File: config.mk
export PLATFORM = sky130hd
export DESIGN_NAME = uart_alu_core
export DESIGN_NICKNAME = d
export VERILOG_FILES = /design/src/rtl/uart_alu_pkg.sv /design/src/rtl/uart_alu_mul.sv /design/src/rtl/uart_alu_core.sv
export SDC_FILE = /design/constraint.sdc
export NUM_CORES = 1
export LEC_CHECK = 0
export CORE_MARGIN = 2
export CORE_UTILIZATION = 35
export CTS_CLUSTER_SIZE = 10
export DETAILED_ROUTE_END_ITERATION = 6
export GPL_TIMING_DRIVEN = 0
export PLACE_DENSITY = 0.49
export SLEW_MARGIN = 0
export SYNTH_ARGS = -nofsm -noshare
export SYNTH_HDL_FRONTEND = slang
export SYNTH_HIERARCHICAL = 1
export SYNTH_SLANG_ARGS = --single-unit
File: constraint.sdc
create_clock -name clk -period 3 [get_ports clk]
set_input_delay 0.9 -clock clk [delete_from_list [all_inputs] [get_ports clk]]
set_output_delay 0.9 -clock clk [all_outputs]
set_load 0.1 [all_outputs]
File: src/rtl/uart_alu_pkg.sv
// Shared opcodes, header size and packet-parser state encoding for the UART ALU core.
package uart_alu_pkg;

  localparam logic [7:0] OP_ECHO = 8'hEC;
  localparam logic [7:0] OP_ADD  = 8'hA0;
  localparam logic [7:0] OP_MUL  = 8'hA1;

  localparam int HDR_BYTES = 4;

  typedef enum logic [3:0] {
    ST_IDLE,
    ST_RSVD,
    ST_LEN_L,
    ST_LEN_H,
    ST_ECHO,
    ST_OPERAND,
    ST_MUL_BUSY,
    ST_SEND,
    ST_DRAIN
  } state_t;

endpackage

File: src/rtl/uart_alu_mul.sv
// Sequential shift-add multiplier: one multiplier bit per cycle, OPERAND_W cycles from start
// to the done pulse, low OPERAND_W bits of the product.
module uart_alu_mul #(
  parameter int OPERAND_W = 32
) (
  input  logic                 clk,
  input  logic                 rst,
  input  logic                 start,
  input  logic [OPERAND_W-1:0] a,
  input  logic [OPERAND_W-1:0] b,
  output logic                 done,
  output logic [OPERAND_W-1:0] product
);

  localparam int CNT_W = $clog2(OPERAND_W + 1);

  logic [OPERAND_W-1:0] a_reg;
  logic [OPERAND_W-1:0] b_reg;
  logic [OPERAND_W-1:0] acc_reg;
  logic [CNT_W-1:0]     cnt_reg;
  logic                 run_reg;
  logic                 done_reg;

  // Bit 0 is folded in on the start edge, so done is visible exactly OPERAND_W cycles later.
  always_ff @(posedge clk) begin
    if (!rst) begin
      a_reg    <= '0;
      b_reg    <= '0;
      acc_reg  <= '0;
      cnt_reg  <= '0;
      run_reg  <= 1'b0;
      done_reg <= 1'b0;
    end else begin
      done_reg <= 1'b0;
      if (start) begin
        acc_reg  <= b[0] ? a : '0;
        a_reg    <= a << 1;
        b_reg    <= b >> 1;
        cnt_reg  <= CNT_W'(OPERAND_W - 1);
        run_reg  <= (OPERAND_W > 1);
        done_reg <= (OPERAND_W == 1);
      end else if (run_reg) begin
        if (b_reg[0]) begin
          acc_reg <= acc_reg + a_reg;
        end
        a_reg   <= a_reg << 1;
        b_reg   <= b_reg >> 1;
        cnt_reg <= cnt_reg - 1'b1;
        if (cnt_reg == CNT_W'(1)) begin
          run_reg  <= 1'b0;
          done_reg <= 1'b1;
        end
      end
    end
  end

  assign done    = done_reg;
  assign product = acc_reg;

endmodule

File: src/rtl/uart_alu_core.sv
// Command packet processor between uart_rx and uart_tx: parses [op, rsvd, len_l, len_h, payload]
// and returns echoed payload or a little-endian ADD/MUL result.
module uart_alu_core
  import uart_alu_pkg::*;
#(
  parameter int OPERAND_W = 32
) (
  input  logic       clk,
  input  logic       rst,
  input  logic [7:0] s_axis_tdata,
  input  logic       s_axis_tvalid,
  output logic       s_axis_tready,
  output logic [7:0] m_axis_tdata,
  output logic       m_axis_tvalid,
  input  logic       m_axis_tready,
  output logic       busy,
  output logic       err_o
);

  localparam int BYTES = OPERAND_W / 8;
  localparam int IDX_W = (BYTES > 1) ? $clog2(BYTES) : 1;

  state_t               state_reg, state_next;
  logic [7:0]           opcode_reg, opcode_next;
  logic [7:0]           len_l_reg, len_l_next;
  logic [15:0]          cnt_reg, cnt_next;
  logic [IDX_W-1:0]     idx_reg, idx_next;
  logic                 first_reg, first_next;
  logic [OPERAND_W-1:0] operand_reg, operand_next;
  logic [OPERAND_W-1:0] acc_reg, acc_next;
  logic [7:0]           m_tdata_reg, m_tdata_next;
  logic                 m_tvalid_reg, m_tvalid_next;
  logic                 err_reg, err_next;

  logic                 in_fire;
  logic                 out_fire;
  logic [15:0]          len_w;
  logic [15:0]          payload;
  logic [OPERAND_W-1:0] opnd_full;
  logic                 last_opnd_byte;
  logic [IDX_W-1:0]     idx_inc;
  logic                 mul_start;
  logic                 mul_done;
  logic [OPERAND_W-1:0] mul_product;
  logic [7:0]           acc_bytes [BYTES];

  for (genvar gi = 0; gi < BYTES; gi++) begin : g_acc_bytes
    assign acc_bytes[gi] = acc_reg[8*gi +: 8];
  end

  assign in_fire        = s_axis_tvalid && s_axis_tready;
  assign out_fire       = m_tvalid_reg && m_axis_tready;
  assign len_w          = {s_axis_tdata, len_l_reg};
  assign payload        = (len_w < 16'(HDR_BYTES)) ? 16'd0 : len_w - 16'(HDR_BYTES);
  assign opnd_full      = OPERAND_W'({s_axis_tdata, operand_reg} >> 8);
  assign last_opnd_byte = (idx_reg == IDX_W'(BYTES - 1));
  assign idx_inc        = idx_reg + 1'b1;

  assign m_axis_tdata  = m_tdata_reg;
  assign m_axis_tvalid = m_tvalid_reg;
  assign err_o         = err_reg;
  assign busy          = (state_reg != ST_IDLE);

  // ECHO stops accepting once its payload is in, so the next opcode is not swallowed while draining.
  always_comb begin
    s_axis_tready = 1'b0;
    case (state_reg)
      ST_IDLE, ST_RSVD, ST_LEN_L, ST_LEN_H, ST_OPERAND, ST_DRAIN: s_axis_tready = 1'b1;
      ST_ECHO: s_axis_tready = (cnt_reg != 16'd0) && (!m_tvalid_reg || m_axis_tready);
      default: s_axis_tready = 1'b0;
    endcase
  end

  always_comb begin
    state_next    = state_reg;
    opcode_next   = opcode_reg;
    len_l_next    = len_l_reg;
    cnt_next      = cnt_reg;
    idx_next      = idx_reg;
    first_next    = first_reg;
    operand_next  = operand_reg;
    acc_next      = acc_reg;
    m_tdata_next  = m_tdata_reg;
    m_tvalid_next = m_tvalid_reg;
    err_next      = 1'b0;
    mul_start     = 1'b0;
    case (state_reg)
      ST_IDLE: if (in_fire) begin
        opcode_next = s_axis_tdata;
        state_next  = ST_RSVD;
      end
      ST_RSVD: if (in_fire) state_next = ST_LEN_L;
      ST_LEN_L: if (in_fire) begin
        len_l_next = s_axis_tdata;
        state_next = ST_LEN_H;
      end
      ST_LEN_H: if (in_fire) begin
        cnt_next   = payload;
        idx_next   = '0;
        first_next = 1'b1;
        if (opcode_reg == OP_ECHO) begin
          state_next = (payload == 16'd0) ? ST_IDLE : ST_ECHO;
        end else if ((opcode_reg == OP_ADD || opcode_reg == OP_MUL) &&
                     payload >= 16'(BYTES) && (payload % 16'(BYTES)) == 16'd0) begin
          state_next = ST_OPERAND;
        end else begin
          err_next   = 1'b1;
          state_next = (payload == 16'd0) ? ST_IDLE : ST_DRAIN;
        end
      end
      ST_ECHO: begin
        if (out_fire) m_tvalid_next = 1'b0;
        if (in_fire) begin
          m_tdata_next  = s_axis_tdata;
          m_tvalid_next = 1'b1;
          cnt_next      = cnt_reg - 1'b1;
        end
        if (cnt_reg == 16'd0 && (!m_tvalid_reg || m_axis_tready)) state_next = ST_IDLE;
      end
      ST_OPERAND: if (in_fire) begin
        cnt_next     = cnt_reg - 1'b1;
        operand_next = opnd_full;
        if (last_opnd_byte) begin
          idx_next   = '0;
          first_next = 1'b0;
          if (first_reg) acc_next = opnd_full;
          else if (opcode_reg == OP_ADD) acc_next = acc_reg + opnd_full;
          if (!first_reg && opcode_reg == OP_MUL) begin
            mul_start  = 1'b1;
            state_next = ST_MUL_BUSY;
          end else if (cnt_reg == 16'd1) begin
            m_tdata_next  = acc_next[7:0];
            m_tvalid_next = 1'b1;
            state_next    = ST_SEND;
          end
        end else begin
          idx_next = idx_inc;
        end
      end
      ST_MUL_BUSY: if (mul_done) begin
        acc_next = mul_product;
        if (cnt_reg == 16'd0) begin
          m_tdata_next  = mul_product[7:0];
          m_tvalid_next = 1'b1;
          state_next    = ST_SEND;
        end else begin
          state_next = ST_OPERAND;
        end
      end
      ST_SEND: if (out_fire) begin
        if (last_opnd_byte) begin
          m_tvalid_next = 1'b0;
          idx_next      = '0;
          state_next    = ST_IDLE;
        end else begin
          idx_next     = idx_inc;
          m_tdata_next = acc_bytes[idx_inc];
        end
      end
      ST_DRAIN: if (in_fire) begin
        cnt_next = cnt_reg - 1'b1;
        if (cnt_reg == 16'd1) state_next = ST_IDLE;
      end
      default: state_next = ST_IDLE;
    endcase
  end

  always_ff @(posedge clk) begin
    if (!rst) begin
      state_reg    <= ST_IDLE;
      opcode_reg   <= '0;
      len_l_reg    <= '0;
      cnt_reg      <= '0;
      idx_reg      <= '0;
      first_reg    <= 1'b0;
      operand_reg  <= '0;
      acc_reg      <= '0;
      m_tdata_reg  <= '0;
      m_tvalid_reg <= 1'b0;
      err_reg      <= 1'b0;
    end else begin
      state_reg    <= state_next;
      opcode_reg   <= opcode_next;
      len_l_reg    <= len_l_next;
      cnt_reg      <= cnt_next;
      idx_reg      <= idx_next;
      first_reg    <= first_next;
      operand_reg  <= operand_next;
      acc_reg      <= acc_next;
      m_tdata_reg  <= m_tdata_next;
      m_tvalid_reg <= m_tvalid_next;
      err_reg      <= err_next;
    end
  end

  uart_alu_mul #(
    .OPERAND_W(OPERAND_W)
  ) u_mul (
    .clk    (clk),
    .rst    (rst),
    .start  (mul_start),
    .a      (acc_reg),
    .b      (opnd_full),
    .done   (mul_done),
    .product(mul_product)
  );

endmodule
Word-level counts from Yosys, hierarchy flattened:

Index checks and enable logic that the tools add are counted.
W data, S select, Z words.

* memories: 0
* output and inout port bits: 12
* ROM bits: 0
* memory bits (writable): 0
* bits in latches: 0
* logic and storage cells: 191
* register bits: 215

* bitwise gates (word level): 5
* div/mod/pow operators: 0
* magnitude comparators: 3
* mux-type cells: 82
* equality and inequality tests: 35
* reductions and logical operators: 41
* shift operators: 0
* $add $sub $neg: 6
* $mul: 0

Operators by type and width (number)
* $mux W32: 11
* $mux W8: 11
* $mux W4: 17
* $add A32 B32 Y32: 2
* $pmux W32 S2: 1
* $mux W31: 2
* $logic_not A16 Y1: 3
* $mux W16: 3
* $pmux W4 S9: 1
* $ne A2 B2 Y1 const B: 16
* $pmux W16 S2: 1
* $pmux W8 S4: 1
* $eq A8 B8 Y1 const B: 3
* $mux W1: 21
* $reduce_and A10 Y1: 2
* $bmux W8 S2: 1
* $eq A16 B1 Y1 const B: 1
* $eq A4 B3 Y1 const B: 4
* $ge A16 B3 Y1 const B: 1
* $lt A16 B3 Y1 const B: 1
* $reduce_bool A16 Y1: 1
* $sub A16 B1 Y16 const B: 1
* $sub A16 B3 Y16 const B: 1
* $reduce_and A13 Y1: 1
* other kinds (33): 65

Logic depth before layout (Yosys ltp):

* depth after elaboration: 9
* gate-level depth with buffers: 16
* mapped depth without buffers: 14

Hierarchy:

The synthesis kept the hierarchy.

Modules (own cells, without submodules)
* uart_alu_core: sequential area each 2102.0 sq um, instances 1, cells each 961, area an instance 7706.1 sq um
* uart_alu_mul: sequential area each 2042.0 sq um, instances 1, cells each 768, area an instance 6456.2 sq um

Worst setup path before layout:

OpenSTA, ideal clock, no wires.

* path type: register to register
* from: register m_tvalid_reg (netlist: m_axis_tvalid)
* to: register u_mul.acc_reg[3] (netlist: u_mul/product[3])
* setup time: 116 ps
* path buffers: 3
* data arrival time: 3682 ps
* path slack: -798 ps
* data required time: 2884 ps
* cell stages (with the launch flop): 12
* period minus slack after synthesis: 3798 ps
* cells stage by stage: dfxtp_1 > nor2b_1 > o31ai_4 > and3_4 > nand2_1 > nor2_1 > clkbuf_1 > a21o_1 > clkbuf_8 > clkbuf_1 > o311ai_0 > o211a_1

* word-level cells in the longest chain between the ends: 9

Ends and longest elaborated chain
* from (decl): RTL line uart_alu_core.sv:32 `logic m_tvalid_reg, m_tvalid_next;`
* from (signal assigned): RTL line uart_alu_core.sv:191 `m_tvalid_reg <= m_tvalid_next;`
* $logic_not A1 Y1 *: RTL line uart_alu_core.sv:69 `ST_ECHO: s_axis_tready = (cnt_reg != 16'd0) && (!m_tvalid_reg || m_axis_tready);`
* $logic_or A1 B1 Y1 *: RTL line uart_alu_core.sv:69
* $logic_and A1 B1 Y1 *: RTL line uart_alu_core.sv:69
* $pmux W1 S2 *: RTL line uart_alu_core.sv:67 `case (state_reg)`
* net s_axis_tready: RTL line uart_alu_core.sv:12 `output logic s_axis_tready,`
* $logic_and A1 B1 Y1 *: RTL line uart_alu_core.sv:51 `assign in_fire = s_axis_tvalid && s_axis_tready;`
* $mux W1 *: RTL line uart_alu_core.sv:120 `ST_OPERAND: if (in_fire) begin`
* $mux W1 *: RTL line uart_alu_core.sv:87 `case (state_reg)`
* net mul_start: RTL line uart_alu_core.sv:42 `logic mul_start;`
* $reduce_bool A2 Y1 (no line)
* $reduce_and A2 Y1 (no line)
* to (signal assigned): RTL line uart_alu_mul.sv:36 `acc_reg <= b[0] ? a : '0;`
* to (signal assigned): RTL line uart_alu_mul.sv:44 `acc_reg <= acc_reg + a_reg;`
* to (decl): RTL line uart_alu_mul.sv:19 `logic [OPERAND_W-1:0] acc_reg;`

Mark *: on every way through the listed nets, which the timed path passes. The rest lies on a longest branch.
A chain may end at the register's enable or synchronous reset.

==> results.md <==
- The fraction of the cycle the final worst path needs is 110%.
- For this run, the number of Yosys warnings is 6.
- Counting the fill cells in the layout gives 4037.
- The die is 205 um wide.
- The worst clock skew is 0.0160 ns.
- The run finished, with violations left.
- No sink is reached through more buffers than the 3 on the longest clock path.
- The number of antenna diodes in the final layout is 0.
- The worst setup path startpoint is cnt_reg[9].
- The area of the core region is 39800 um^2.
- For this design the total switching power over the nets is 1500 uW.
- The setup path with the least slack is of type reg -> out.
- The overall overflow remaining after global route is 0.
- The clock transition at the registers of the reported paths is 0.06 ns.
- Across the VDD grid, the largest voltage drop is 0.294 mV.
- Detailed routing inserted a total of 13.9k vias.
- Along the worst hold path, the cell count comes to 2.
- The worst reg2reg path depth is 16.
- By area the synthesized netlist is led by sky130_fd_sc_hd__dfxtp_1, sky130_fd_sc_hd__ha_1, sky130_fd_sc_hd__nand2_1.
- The critical path capture point is s_axis_tready.
- The min-delay analysis places its worst path in the category reg -> reg.
- After global routing, the most crowded layer is met2.
- The worst register-to-register path begins at cnt_reg[9].
- The later pin in the worst-skew pair is clocked with a latency of 0.55 ns.
- The violation count after the first detailed-route iteration is 1172.
- In the global route stage, met3 resource usage came out at 3.90%.
- The die covers 42100 um^2.
- The critical path data arrival time is 2.41 ns.
- The via count of the first global-routing pass is 13.1k.
- Setup repair after global routing could not meet its margin everywhere.
- The TritonCTS clock tree is yes.
- The number of hold violations in the final report came to 0.
- The share of synthesized area in the top cell type comes to 29.3%.
- The synthesized net count is 1810.
- In the layout the commonest cells are sky130_fd_sc_hd__nand2_1, sky130_fd_sc_hd__dfxtp_1, sky130_fd_sc_hd__o21ai_0.
- At the end of the flow, the number of nets in the layout was 1907.
- The capturing point of the worst reg2reg path is u_mul/product[30].
- The post-synth design cell area is 14200 um^2.
- The first detailed-routing pass ran for 6 iterations.
- Counting flops with an async set or reset pin after synthesis yields a share of 0%.
- Yosys mapped the design onto 102 distinct sky130hd cell types.
- The critical path launch point type is a flip-flop.
- The combined flip-flop and latch cell area is 4170 um^2.
- The sequential-to-total area share from yosys stat is 29.3%.
- The worst setup path is captured at a primary output.
- The number of instances in the synthesized netlist is 1729.
- At the pin with the least slew margin, the transition time is 1.02 ns.
- During placement, the flow inserted port buffers numbering 22.
- The final sum of negative setup slack is -15.59 ns.
- The count of clock tree sinks is 207.
- The initial antenna violation count was 0.
- Row generation in the floorplan step produced 73 rows.
- The most common flop cell mapped by yosys is sky130_fd_sc_hd__dfxtp_1.
- The number of violations of the max-capacitance limit is 0.
- The root buffer cell is sky130_fd_sc_hd__clkbuf_16.
- The share of power burned in registers is 45.6%.
- Of all nets on the critical path, the largest fanout is 5.
- CTS built an H-tree with a depth of 1.
- The number of buffers inserted during clock tree synthesis is 26.
- The checks that failed: negative setup slack.
- The number of hold buffers added after CTS is 0.
- The area growth from synthesis to layout is 22.9%.
- After legalization and detailed placement, the total HPWL measured 40600 um.
- After synthesis, the mean cell area works out to 8.19 um^2.
- sky130_fd_sc_hd__dfxtp_1 takes more of the synthesized area than any other cell.
- In the routed design, unresolved DRC markers number 0.
- The overall fraction of global-route tracks in use is 25.8%.
- In this run the remaining antenna-violating nets after routing total 0.
- The met1 global-route usage is 35.9%.
- The first global-routing pass estimated 82300 um of wire.
- The register-to-register setup slack is -0.26 ns.
- The total routed wirelength is 55300 um.
- The final critical-path required period is 3.31 ns.
- The count of pins over their slew limit is 0.
- The worst pin sits at a relative slew slack of 31.8%.
- In the final routed layout, each cell accounts on average for 23.4 um.
- In this run switching power makes up 24.6% of total power.
- In the final layout, the multi-input gates occupy 9890 um^2.
- The setup slack of the critical path after layout is -0.309 ns.
- The vertical die dimension is 205 um.
- The post-detailed-placement cell area is 15300 um^2.
- The cell leakage power is 0.00683 uW.
- Entering global routing, the biggest net connects 13 pins.
- The highest attainable clock frequency is 302 MHz.
- Leaving out fill and tap cells, the most frequent cell in the layout is sky130_fd_sc_hd__nand2_1.
- Dividing the detail-routed via count by the number of cells gives 5.87.
- Internal power comes to 4590 uW.
- The flop and latch count out of synthesis is 207.
- The critical path data required time is 2.10 ns.
- The starting density of the core is 35.6%.
- The count of endpoints failing setup in the final report is 116.
- Combinational logic is responsible for 6.9% of the overall power.
- In the final layout, the share of cells above drive strength 1 is 17.1%.
- With fillers left out, the area of the finished cells amounts to 17400 um^2.
- The number of top-level pins is 24.
- The areal power density over the cells is 350 nW/um^2.
- The number of enable flip-flop cells after synthesis is 0.
- The met2 global-route usage is 41.4%.
- Routability-driven placement finished with a final weighted congestion of 0.933.
- The share of total power dissipated in the clock network is 47.5%.
[final cells by class]
class,count,share of cell area (%)
Clock inverter,4,0.129
Inverter,33,0.712
Sequential cell,207,24.0
Buffer,118,5.80
Tap cell,525,3.78
Clock buffer,33,4.18
Timing Repair Buffer,74,4.56
Multi-Input combinational cell,1366,56.9
[critical path, cell delays in order (launching register included)]
cell and delay, ns:
sky130_fd_sc_hd__dfxtp_4 0.35, sky130_fd_sc_hd__or4_4 0.54, sky130_fd_sc_hd__or4_4 0.55, sky130_fd_sc_hd__nor2_4 0.14, sky130_fd_sc_hd__o31ai_4 0.10, sky130_fd_sc_hd__buf_12 0.18
[cell usage after synthesis (6+ instances only)]
master and count:
sky130_fd_sc_hd__a211oi_1 13, sky130_fd_sc_hd__a21boi_0 36, sky130_fd_sc_hd__a21o_1 43, sky130_fd_sc_hd__a21oi_1 102, sky130_fd_sc_hd__a221oi_1 18, sky130_fd_sc_hd__a222oi_1 8
sky130_fd_sc_hd__a22o_1 6, sky130_fd_sc_hd__a22oi_1 12, sky130_fd_sc_hd__a31oi_1 14, sky130_fd_sc_hd__and2_1 72, sky130_fd_sc_hd__and3_1 10, sky130_fd_sc_hd__buf_1 12
sky130_fd_sc_hd__clkbuf_1 87, sky130_fd_sc_hd__clkbuf_8 12, sky130_fd_sc_hd__dfxtp_1 207, sky130_fd_sc_hd__ha_1 67, sky130_fd_sc_hd__inv_1 33, sky130_fd_sc_hd__mux2i_1 81
sky130_fd_sc_hd__mux4_2 6, sky130_fd_sc_hd__nand2_1 221, sky130_fd_sc_hd__nand2b_1 9, sky130_fd_sc_hd__nand3_1 39, sky130_fd_sc_hd__nand4_1 15, sky130_fd_sc_hd__nor2_1 70
sky130_fd_sc_hd__nor2b_1 42, sky130_fd_sc_hd__nor3_1 30, sky130_fd_sc_hd__nor4_1 8, sky130_fd_sc_hd__nor4b_1 7, sky130_fd_sc_hd__o211a_1 24, sky130_fd_sc_hd__o211ai_1 41
sky130_fd_sc_hd__o21a_1 16, sky130_fd_sc_hd__o21ai_0 141, sky130_fd_sc_hd__o21ai_1 6, sky130_fd_sc_hd__o21bai_1 9, sky130_fd_sc_hd__o31ai_1 7, sky130_fd_sc_hd__or2_2 7
sky130_fd_sc_hd__or3_1 13, sky130_fd_sc_hd__xnor2_1 32, sky130_fd_sc_hd__xor2_1 31
[per-stage QoR]
stage	utilization [%]	hold WS (ns)	std cells	setup slack [ns]	power, uW
floorplan	-	0.450	1729	-0.369	3100
global placement	38.3	0.466	2276	-1.31	3230
detailed placement	38.3	0.479	2276	-1.24	3230
CTS	42.5	0.487	2343	-0.291	6140
global route	43.7	0.523	2360	-0.394	6290
finish	43.7	0.486	2360	-0.309	6090
[how the worst min path moves through the flow]
stage                                 end  slack, ns            start
after floorplan                cnt_reg[2]       0.45       cnt_reg[2]
after global placement         cnt_reg[5]       0.47       cnt_reg[5]
after detailed placement       cnt_reg[2]       0.48       cnt_reg[2]
after CTS                      cnt_reg[2]       0.49       cnt_reg[2]
after global routing      m_axis_tdata[0]       0.52  m_axis_tdata[0]
final                          cnt_reg[5]       0.49       cnt_reg[5]
[what timing repair did]
| action | CTS | global route |
|---|---|---|
| gates resized for setup | 148 | 117 |
| endpoints found under the setup margin | 152 | 177 |
| gates cloned | 6 | 7 |
| pin swaps | 25 | 25 |
| buffers inserted | 25 | 20 |
[power groups by stage]
stage | Clock, uW | Sequential (uW) | Combinational [uW]
floorplan | 0 | 2840 | 260
global placement | 0 | 2840 | 395
detailed placement | 0 | 2840 | 394
CTS | 2960 | 2780 | 411
global route | 3060 | 2780 | 448
finish | 2890 | 2780 | 419
[cell families (layout without fill, tap and decap cells)]
kind of cell               Yosys count  in the layout  synth area share [%]
and+or+nand+nor                    581            582                  20.7
AOI/OAI and AO/OA                  562            562                  27.3
DFF                                207            207                  29.3
buffers and inverters              157            262                  5.50
muxes                               90             90                  7.11
adders and majority gates           69             69                  6.20
xor gates and xnor gates            63             63                  3.90
[per-layer routing]
| metal | up-vias | share of wire [%] |
|---|---|---|
| met4 | 0 | 3.1 |
| met2 | 472 | 45 |
| met5 | - | 0 |
| li1 | 6536 | - |
| met3 | 91 | 6.7 |
| met1 | 6757 | 45 |
Power figures use the tool's default switching activity.
